[src/rtl/analog_quad_encoder_pkg.sv]
// Shared constants for the analog-to-quadrature paddle encoder.
// Phase codes are the literal {enc_a,enc_b} levels driven to the game.
package analog_quad_encoder_pkg;

   localparam logic [7:0] CENTRE = 8'h80;

   localparam logic [1:0] PH_00 = 2'b00;
   localparam logic [1:0] PH_01 = 2'b01;
   localparam logic [1:0] PH_11 = 2'b11;
   localparam logic [1:0] PH_10 = 2'b10;

   typedef enum logic [1:0] {
      DIR_HOLD = 2'd0,
      DIR_UP   = 2'd1,
      DIR_DN   = 2'd2
   } dir_e;

endpackage

[src/rtl/analog_quad_encoder_tick_gen.sv]
// Free-running step-rate divider: one-cycle tick every CLKDIV clocks.
// Runs regardless of enable so step timing stays on a fixed grid.
module quad_tick_gen #(
   parameter int CLKDIV = 5500
) (
   input  logic clk_sys,
   input  logic reset,
   output logic tick
);

   localparam logic [15:0] LAST = 16'(CLKDIV - 1);

   logic [15:0] count;

   assign tick = (count == LAST);

   always_ff @(posedge clk_sys) begin
      if (reset) begin
         count <= '0;
      end else if (tick) begin
         count <= '0;
      end else begin
         count <= count + 16'd1;
      end
   end

endmodule

[src/rtl/analog_quad_encoder.sv]
// Tracks an absolute paddle/stick value and emits quadrature steps
// toward it, one step per divider tick, saturating at 0x00/0xFF.
module analog_quad_encoder
   import analog_quad_encoder_pkg::*;
#(
   parameter int CLKDIV   = 5500,
   parameter int DEADBAND = 1
) (
   input  logic       clk_sys,
   input  logic       reset,
   input  logic       enable,
   input  logic       signed_in,
   input  logic [7:0] target_in,
   output logic       enc_a,
   output logic       enc_b,
   output logic [7:0] pos,
   output logic       busy
);

   localparam logic [8:0] DB = 9'(DEADBAND);

   logic       tick;
   logic [7:0] tgt_q;
   logic [7:0] tgt_q2;
   logic [7:0] target_q;
   logic [7:0] pos_q;
   logic [1:0] phase_q;
   logic [1:0] phase_d;
   logic [8:0] diff_up;
   logic [8:0] diff_dn;
   logic       step_up;
   logic       step_dn;
   dir_e       dir;

   quad_tick_gen #(
      .CLKDIV (CLKDIV)
   ) u_tick (
      .clk_sys (clk_sys),
      .reset   (reset),
      .tick    (tick)
   );

   // Bit 8 set means the subtraction went negative.
   assign diff_up = {1'b0, target_q} - {1'b0, pos_q};
   assign diff_dn = {1'b0, pos_q} - {1'b0, target_q};

   assign step_up = !diff_up[8] && (diff_up > DB) && (pos_q != 8'hFF);
   assign step_dn = !diff_dn[8] && (diff_dn > DB) && (pos_q != 8'h00);

   assign busy  = step_up | step_dn;
   assign pos   = pos_q;
   assign enc_a = phase_q[1];
   assign enc_b = phase_q[0];

   always_comb begin
      dir = DIR_HOLD;
      unique case (1'b1)
         step_up: dir = DIR_UP;
         step_dn: dir = DIR_DN;
         default: dir = DIR_HOLD;
      endcase
   end

   always_comb begin
      phase_d = phase_q;
      unique case (phase_q)
         PH_00: phase_d = (dir == DIR_UP) ? PH_01 : PH_10;
         PH_01: phase_d = (dir == DIR_UP) ? PH_11 : PH_00;
         PH_11: phase_d = (dir == DIR_UP) ? PH_10 : PH_01;
         PH_10: phase_d = (dir == DIR_UP) ? PH_00 : PH_11;
         default: phase_d = PH_00;
      endcase
   end

   always_ff @(posedge clk_sys) begin
      if (reset) begin
         tgt_q    <= CENTRE;
         tgt_q2   <= CENTRE;
         target_q <= CENTRE;
         pos_q    <= CENTRE;
         phase_q  <= PH_00;
      end else begin
         tgt_q  <= signed_in ? (target_in ^ CENTRE) : target_in;
         tgt_q2 <= tgt_q;
         // Two matching samples in a row reject single-cycle glitches.
         if (tgt_q == tgt_q2) begin
            target_q <= tgt_q;
         end
         if (tick && enable && (dir != DIR_HOLD)) begin
            pos_q   <= (dir == DIR_UP) ? pos_q + 8'd1 : pos_q - 8'd1;
            phase_q <= phase_d;
         end
      end
   end

endmodule

[config.mk]
export PLATFORM = sky130hd
export DESIGN_NAME = analog_quad_encoder
export DESIGN_NICKNAME = d
export VERILOG_FILES = /design/src/rtl/analog_quad_encoder_pkg.sv /design/src/rtl/analog_quad_encoder_tick_gen.sv /design/src/rtl/analog_quad_encoder.sv
export SDC_FILE = /design/constraint.sdc
export NUM_CORES = 1
export LEC_CHECK = 0
export BUFFER_PORTS_ARGS = -buffer_cell sky130_fd_sc_hd__buf_2
export CORE_AREA = 2 2 89 91
export CTS_CLUSTER_SIZE = 30
export DETAILED_ROUTE_END_ITERATION = 16
export DIE_AREA = 0 0 91 93
export PLACE_DENSITY = 0.69
export REMOVE_ABC_BUFFERS = 1
export SLEW_MARGIN = 20
export SYNTH_ARGS = -nofsm -noshare
export SYNTH_HDL_FRONTEND = slang
export SYNTH_SLANG_ARGS = --single-unit
[constraint.sdc]
create_clock -name clk_sys -period 5.7 [get_ports clk_sys]
set_clock_uncertainty 0.05 [all_clocks]
set_input_delay 0.855 -clock clk_sys [delete_from_list [all_inputs] [get_ports clk_sys]]
set_output_delay 0.855 -clock clk_sys [all_outputs]
set_load 0.01 [all_outputs]
==> flow_summary.yaml, run 1 <==
finish:
  antennaDiodeCount: 0
  drive_gt1_frac: 0.125
  fillers: 770
  post-route-util: 0.443
  area_growth_pct: 8.95
  stdcell_area_um2: 3340
  instances_no_fill: 469
  nets: 404
synthesis:
  ys_types: 60
  async_reset_ff_frac: 0
  yosysTopAreaCell: "dfxtp_1"
  synth-seq-area-share: 0.327
  postSynthAreaPerCell_um2: 8.78
  synth_common_cells: "dfxtp_1, nor2_1, ha_1"
  synthCells: 349
  synth_top_area_share: 0.327
  ys_ff_latch: 50
  synthFlopType: "dfxtp_1"
  synthTopCellsByArea: "dfxtp_1, ha_1, xor2_1, nor2_1, nor2b_1"
  synth_edf_count: 0
  syn_area_um2: 3060
  yosysWarnings: 0
  synth_most_common_cell: "dfxtp_1"
routing:
  avgRoutedWirePerCell_um: 12.6
  post-route-drc-count: 0
  first_pass_iters: 4
  wl_um: 5900
  first_iter_violations: 137
  postRouteAntennaNets: 0
  avgViaCountPerCell: 5.12
  vias: 2403
clocking:
  clk_latency_ns: 0.31
  cts_setup_buffers: 0
  cts_root_buf: "clkbuf_8"
  clk_transition_reported_paths_ns: 0.10
  cts_sinks: 50
  hold_buffers: 0
  cts_tree: "built"
  clk_path_buf_depth: 2
  htreeDepth: 2
  numCtsBuffers: 5
  post_cts_resized: 0
timing:
  finalWorstSetupSlack_ns: 0.624
  setup_tns_ns: 0
  worstMarginPinSlew_ns: 0.710
  relSlewSlack: 0.527
  finalHoldViolCount: 0
  fmax_mhz: 197
  rsz0062_at_grt: "false"
  fin_crit_sh: 0.891
  setup_viol: 0
  finalMaxSlewViolations: 0
  period_needed_ns: 5.08
floorplan:
  die-height_um: 93
  coreArea_um2: 7530
  start_util: 0.407
  die_area_um2: 8460
  dieWidth_um: 91
  row_count: 32
  pin_count: 23
power_and_ir_drop:
  irDropWorstVdd_v: 0.000113
  p_switching_mw: 0.325
  p_sw_frac: 0.352
  internal_power_mw: 0.600
  leakage_nw: 1.40
  powerDensity_nw_per_um2: 277
  clkPwrFrac: 0.239
  p_seq_frac: 0.408
  pwr-share-comb: 0.352
critical_path:
  critical_path_arrival_ns: 5.20
  crit_type: "flop to flop"
  crit_path_start_kind: "flop"
  endpoint_kind: "flop"
  cp.required_ns: 5.83
  cp_max_fo: 8
job:
  drv_cap: 0
worst_hold_path:
  hold_path.class: "flop to flop"
grt:
  antenna_found_initial: 0
  grt_pass1_vias: 2133
  gr-total-overflow: 0
  grt_usage: 0.145
  grt_pass1_wl_um: 10100
  grt_max_degree: 40
placement:
  hpwlAfterDp_um: 4430
  gp_congestion: 0.876
  dpl_worst_slack_ns: 0.659
  dp.cells: 461
  place_area_um2: 3240
  numPortBuffers: 22
run_status:
  status: "finished clean"
final timing paths:
| kind | cells past startpoint | startpoint | slack [ns] | endpoint |
|---|---|---|---|---|
| worst max-delay path | 19 | pos[2]$_SDFFE_PP0P_ | 0.62 | pos[7]$_SDFFE_PP1P_ |
| worst min-delay path | 1 | u_tick.count[0]$_SDFF_PP0_ | 0.41 | u_tick.count[0]$_SDFF_PP0_ |
| worst max register to register | 19 | pos[2]$_SDFFE_PP0P_ | 0.62 | pos[7]$_SDFFE_PP1P_ |
| worst min register to register | 1 | u_tick.count[0]$_SDFF_PP0_ | 0.41 | u_tick.count[0]$_SDFF_PP0_ |
layout make-up:
type	count	area, um^2	area share
well taps	102	128	0.0382
repair buffers	23	118	0.0352
multi-input cells	265	1910	0.573
clock buffers	6	82.6	0.0247
inverters	21	78.8	0.0236
clock inverters	2	17.5	0.00525
flip-flops and latches	50	1000	0.300
flip-flops by register name (all words and copies together) (netlist names):
| register | count |
|---|---|
| pos | 8 |
| tgt_q2 | 8 |
| target_q | 8 |
| tgt_q | 8 |
| phase_q | 2 |
| u_tick.count | 16 |
stage by stage:
step	hold WS [ns]	power, mW
CTS	0.410	0.933
global placement	0.378	0.708
floorplan	0.368	0.632
finish	0.407	0.925
global route	0.431	0.984
detailed placement	0.391	0.710
per-layer routing:
layer,part of all wire,track usage,vias up
met2,0.46,0.234,19
li1,-,-,1258
met1,0.50,0.197,1119
met5,0,0,-
met4,0.014,0.0455,0
met3,0.023,0.0266,7
cell families (layout without fill, tap and decap cells):
logic type	count (synthesis)	count (layout)	synth area share
AOI/OAI and AO/OA	68	68	0.162
xor gates and xnor gates	31	31	0.0886
adders and majority gates	26	26	0.114
buffers and inverters	34	52	0.0490
DFF	50	50	0.327
muxes	12	12	0.0396
and+or+nand+nor	128	128	0.220
power groups by stage:
stage               Combinational, mW  Sequential [mW]  Clock, mW
global placement                0.322            0.386          0
detailed placement              0.324            0.386          0
global route                    0.363            0.380      0.240
finish                          0.326            0.378      0.221
floorplan                       0.249            0.383          0
CTS                             0.326            0.378      0.229
cell usage in the layout (no fill, tap or decap), drive strengths merged, types with 3 or more instances in the layout:
cell    synthesis  final
dfxtp          50     50
nor2           36     36
ha             23     23
buf             7     23
a21oi          21     21
inv            21     21
xor2           19     19
nor2b          19     19
nand3          17     17
nand2          16     16
xnor2          12     12
mux2i          11     11
o21ai          11     11
nor3            8      8
nor4            7      7
o21a            6      6
a21o            6      6
clkbuf          6      6
nand4           5      5
or2             4      4
fa              3      3
o31a            3      3
worst max-delay path: stages (launching register included):
cell and delay [ns]:
dfxtp_1 0.46, inv_1 0.07, ha_1 0.41, and2b_1 0.22, a221oi_2 0.36, mux2_2 0.39, a2bb2oi_2 0.16, nor4_1 0.09
nor3_1 0.19, buf_4 0.17, nand2_1 0.20, ha_1 0.35, a21o_1 0.18, a21oi_1 0.21, nor2b_1 0.07, o21a_1 0.19
o41ai_2 0.32, or4b_2 0.61, a21oi_1 0.17, a311oi_1 0.07
Power figures use the tool's default switching activity.
==> run 2, diff against run 1 <==
--- a/config.mk
+++ b/config.mk
@@ -5,12 +5,13 @@
 export SDC_FILE = /design/constraint.sdc
 export NUM_CORES = 1
 export LEC_CHECK = 0
+export ABC_AREA = 1
 export BUFFER_PORTS_ARGS = -buffer_cell sky130_fd_sc_hd__buf_2
-export CORE_AREA = 2 2 89 91
+export CORE_AREA = 2 2 91 93
 export CTS_CLUSTER_SIZE = 30
 export DETAILED_ROUTE_END_ITERATION = 16
-export DIE_AREA = 0 0 91 93
-export PLACE_DENSITY = 0.69
+export DIE_AREA = 0 0 93 95
+export PLACE_DENSITY = 0.57
 export REMOVE_ABC_BUFFERS = 1
 export SLEW_MARGIN = 20
 export SYNTH_ARGS = -nofsm -noshare
==> flow_summary.yaml, run 2 <==
synthesis:
  ys_types: 37
  synth_edf_count: 0
  synth_most_common_cell: "nand2_1"
  synth-seq-area-share: 0.312
  synthCells: 460
  synth_top_area_share: 0.312
  ys_ff_latch: 50
  async_reset_ff_frac: 0
  yosysTopAreaCell: "dfxtp_1"
  postSynthAreaPerCell_um2: 6.98
  synth_common_cells: "nand2_1, inv_1, dfxtp_1"
  syn_area_um2: 3210
  synthFlopType: "dfxtp_1"
  yosysWarnings: 0
  synthTopCellsByArea: "dfxtp_1, nand2_1, inv_1, ha_1, nor2_1"
floorplan:
  dieWidth_um: 93
  die-height_um: 95
  pin_count: 23
  row_count: 33
  die_area_um2: 8840
  start_util: 0.405
  coreArea_um2: 7930
finish:
  largest_reg_flops: 16
  final_common_cell: "nand2_1"
  drive_gt1_frac: 0.114
  largest_register: "u_tick.count"
  final_cell_mix: "nand2_1, inv_1, dfxtp_1"
  antennaDiodeCount: 0
  nets: 519
  area_growth_pct: 9.70
  post-route-util: 0.444
routing:
  first_pass_iters: 4
  wl_um: 6530
  avgViaCountPerCell: 4.64
  avgRoutedWirePerCell_um: 11.1
  vias: 2723
  first_iter_violations: 108
  postRouteAntennaNets: 0
  post-route-drc-count: 0
critical_path:
  endpoint_kind: "flop"
  cp.required_ns: 5.84
  crit_path_start_kind: "flop"
  cp_max_fo: 8
  crit_type: "flop to flop"
  critical_path_arrival_ns: 4.02
power_and_ir_drop:
  clkPwrFrac: 0.285
  pwr-share-comb: 0.312
  irDropWorstVdd_v: 0.000101
  p_seq_frac: 0.402
  p_sw_frac: 0.344
  powerDensity_nw_per_um2: 259
  internal_power_mw: 0.598
  leakage_nw: 1.74
  p_switching_mw: 0.314
grt:
  grt_pass1_vias: 2409
  grt_usage: 0.159
  grt_max_degree: 21
  gr-total-overflow: 0
  antenna_found_initial: 0
  grt_pass1_wl_um: 11200
run_status:
  status: "finished clean"
clocking:
  htreeDepth: 2
  clk_transition_reported_paths_ns: 0.10
  numCtsBuffers: 5
  clk_latency_ns: 0.31
  cts_setup_buffers: 0
  hold_buffers: 0
  cts_root_buf: "clkbuf_8"
  cts_sinks: 50
  post_cts_resized: 0
  clk_path_buf_depth: 2
  cts_tree: "built"
timing:
  fin_crit_sh: 0.680
  setup_tns_ns: 0
  setup_viol: 0
  relSlewSlack: 0.525
  worstMarginPinSlew_ns: 0.706
  fmax_mhz: 258
  finalHoldViolCount: 0
  period_needed_ns: 3.88
  rsz0062_at_grt: "false"
  finalMaxSlewViolations: 0
placement:
  numPortBuffers: 22
  gp_congestion: 0.945
  hpwlAfterDp_um: 5190
worst_hold_path:
  hold_path.class: "flop to flop"
job:
  drv_cap: 0
==> run 2: changes by cell type after synthesis, moves of 11 or more <==
cell	before	now
nand2_1	16	101
inv_1	20	86
nor2b_1	18	0
nor2_1	36	48
o21ai_0	3	15
mux2i_1	11	0
==> run 2: worst paths after layout <==
kind | from | end | slack (ns) | depth (start not counted)
max | pos[0]$_SDFFE_PP0P_ | pos[7]$_SDFFE_PP1P_ | 1.82 | 22
min | tgt_q[4]$_SDFF_PP0_ | tgt_q2[4]$_SDFF_PP0_ | 0.40 | 2
min reg2reg | tgt_q[4]$_SDFF_PP0_ | tgt_q2[4]$_SDFF_PP0_ | 0.40 | 2
max reg2reg | pos[0]$_SDFFE_PP0P_ | pos[7]$_SDFFE_PP1P_ | 1.82 | 22
==> run 2: logic make-up after synthesis <==
family	count (synthesis)	share of synthesized area
AND/OR/NAND/NOR	217	0.312
buffers and inverters	94	0.115
AO/OA/AOI/OAI	57	0.110
flip-flops	50	0.312
adder cells (fa/ha/maj)	26	0.108
XOR/XNOR	16	0.0436
==> run 2: per-stage QoR <==
step                setup slack (ns)  instance area, um^2  std cells  hold slack (ns)  power, mW
floorplan                       2.33                 3160        452            0.368      0.604
finish                          1.82                 3520        587            0.398      0.912
global placement                1.88                 3410        579            0.386      0.655
CTS                             1.80                 3520        587            0.403      0.924
detailed placement              1.84                 3410        579            0.387      0.659
global route                    1.41                 3520        587            0.429      0.974
==> run 2: power by group through the flow <==
stage / sequential [mW] / clock (mW) / combinational [mW]
2_1_floorplan: 0.373 / 0 / 0.231
3_3_place_gp: 0.375 / 0 / 0.280
3_5_place_dp: 0.375 / 0 / 0.284
4_1_cts: 0.367 / 0.271 / 0.286
5_1_grt: 0.368 / 0.285 / 0.321
6_report: 0.367 / 0.260 / 0.285
==> run 2: worst max-delay path, cell delays in order (launching register included) <==
cell      delay, ns
dfxtp_1        0.52
inv_1          0.15
ha_1           0.26
fa_1           0.41
inv_1          0.09
nand3_1        0.09
nand3_1        0.11
nand2_1        0.05
nor2_1         0.09
nand2_1        0.07
nor2_1         0.13
nand2_1        0.10
nand2_4        0.14
nand2_1        0.22
ha_1           0.42
nand2_1        0.09
nand2_1        0.05
a221oi_1       0.23
nand2_1        0.11
inv_1          0.06
nand3_1        0.11
nand4_1        0.11
nand3_1        0.07
==> run 2: cell type report <==
class | instances | area [um^2]
Fill cell | 868 | 4410
Multi-Input combinational cell | 316 | 1840
Sequential cell | 50 | 1000
Inverter | 86 | 323
Tap cell | 105 | 131
Timing Repair Buffer | 22 | 110
Clock buffer | 5 | 68.8
Clock inverter | 3 | 47.5
==> run 2: metal layers <==
| layer | GRT usage | share of wire | routed length [um] | up-vias |
|---|---|---|---|---|
| li1 | - | - | - | 1481 |
| met1 | 0.217 | 0.50 | 3290 | 1198 |
| met2 | 0.255 | 0.45 | 2930 | 38 |
| met3 | 0.0311 | 0.036 | 237 | 6 |
| met4 | 0.0478 | 0.011 | 75 | 0 |
| met5 | 0 | 0 | 0 | - |
==> run 3, diff against run 2 <==
==> constraint.sdc (replaced) <==
create_clock -name clk_sys -period 3.8 [get_ports clk_sys]
set_clock_uncertainty 0.05 [all_clocks]
set_input_delay 0.57 -clock clk_sys [delete_from_list [all_inputs] [get_ports clk_sys]]
set_output_delay 0.57 -clock clk_sys [all_outputs]
set_load 0.01 [all_outputs]
==> flow_summary.yaml, run 3 (synthesized netlist as in run 2, its figures left out) <==
grt:
  grt_usage: 0.162
  grt_pass1_vias: 2498
  gr-total-overflow: 0
  grt_max_degree: 21
  antenna_found_initial: 0
  grt_pass1_wl_um: 11400
floorplan:
  die_area_um2: 8840
  pin_count: 23
  die-height_um: 95
  start_util: 0.405
  dieWidth_um: 93
  row_count: 33
  coreArea_um2: 7930
timing:
  fin_hold_ws_ns: 0.401
  relSlewSlack: 0.487
  worstMarginPinSlew_ns: 0.763
  finalWorstSetupSlack_ns: 0.379
  fin_crit_sh: 0.900
  setup_viol: 0
  setup_tns_ns: 0
  rsz0062_at_grt: "false"
  fmax_mhz: 292
  finalHoldViolCount: 0
  period_needed_ns: 3.42
  finalMaxSlewViolations: 0
finish:
  largest_register: "u_tick.count"
  final_common_cell: "nand2_1"
  nets: 526
  final_cell_mix: "nand2_1, inv_1, dfxtp_1"
  stdcell_area_um2: 3610
  largest_reg_flops: 16
  antennaDiodeCount: 0
  drive_gt1_frac: 0.131
  area_growth_pct: 12.5
routing:
  post-route-drc-count: 0
  avgViaCountPerCell: 4.71
  first_iter_violations: 120
  avgRoutedWirePerCell_um: 11.5
  first_pass_iters: 5
  vias: 2798
  wl_um: 6860
  postRouteAntennaNets: 0
placement:
  gp_congestion: 0.925
  hpwlAfterDp_um: 5450
  place_area_um2: 3460
  dpl_worst_slack_ns: 0.107
  numPortBuffers: 22
clocking:
  clk_path_buf_depth: 2
  cts_root_buf: "clkbuf_8"
  cts_setup_buffers: 0
  clk_transition_reported_paths_ns: 0.09
  htreeDepth: 2
  clk_latency_ns: 0.30
  cts_sinks: 50
  cts_tree: "built"
  numCtsBuffers: 5
power_and_ir_drop:
  powerDensity_nw_per_um2: 395
  leakage_nw: 1.79
  irDropWorstVdd_v: 0.000217
worst_hold_path:
  hold_path.class: "flop to flop"
  min-delay-start: "tgt_q[2]$_SDFF_PP0_"
critical_path:
  crit_path_start_kind: "flop"
  endpoint_kind: "flop"
  r2r_start: "pos[6]$_SDFFE_PP0P_"
  critical_path_arrival_ns: 3.56
  cp_max_fo: 8
  cp.required_ns: 3.94
  cp-startpoint: "pos[6]$_SDFFE_PP0P_"
  crit_type: "flop to flop"
job:
  drv_cap: 0
run_status:
  status: "finished clean"
==> run 3: changes by cell type in the layout (fill, tap and decap cells not counted), sizes merged <==
cell,delta
buf,+7
clkinv,+1
inv,-2
bufinv,+1
==> run 3: repair_timing <==
item | 4_1_cts | 5_1_grt
hold buffers | 0 | 0
setup endpoints to repair | 0 | 3
resized for setup | 0 | 3
==> run 3: area by class of cell <==
class                   count  area (um^2)
clock buffers               5         68.8
clock inverters             3         68.8
fillers                   843         4320
inverters                  86          323
multi-input cells         316         1860
flip-flops and latches     50         1000
well taps                 105          131
repair buffers             29          163
==> run 3: critical path, stage by stage, from the launching register on <==
cell and delay, ns:
dfxtp_1 0.46, inv_1 0.11, ha_1 0.39, nand2_1 0.14, inv_1 0.07, a21oi_1 0.20, nand2_1 0.08, nand2_1 0.05
nand2_1 0.05, nor2_1 0.11, nand2_1 0.10, nand2_4 0.14, nand2_2 0.15, ha_1 0.39, nand3_1 0.09, nand3b_1 0.16
nand4_1 0.11, nand2_1 0.10, inv_1 0.04, nand3_1 0.10, nand3_2 0.08, nand2_1 0.07, nand3_1 0.06
==> run 3: metrics by stage <==
stage | total power [mW] | std cells | util
after CTS | 1.44 | 594 | 0.454
after detailed placement | 0.989 | 586 | 0.436
final | 1.43 | 594 | 0.455
after global placement | 0.984 | 586 | 0.436
after global routing | 1.52 | 594 | 0.455
after floorplan | 0.906 | 452 | -
==> run 3: worst paths after layout <==
| check | endpoint | slack [ns] | cells after the start |
|---|---|---|---|
| min | tgt_q2[2]$_SDFF_PP0_ | 0.40 | 2 |
| max reg2reg | pos[7]$_SDFFE_PP1P_ | 0.38 | 22 |
| max | pos[7]$_SDFFE_PP1P_ | 0.38 | 22 |
| min reg2reg | tgt_q2[2]$_SDFF_PP0_ | 0.40 | 2 |
==> run 3: power by group <==
group	switching [mW]	internal (mW)
registers	0.0118	0.540
logic	0.276	0.159
clock network	0.177	0.264
==> run 3: routing by layer <==
layer  share of wire  up-vias  global-route usage
met4          0.0089        0              0.0466
met1            0.50     1256               0.221
met2            0.46       38               0.263
met3           0.031        4              0.0295
li1                -     1500                   -
met5               0        -                   0
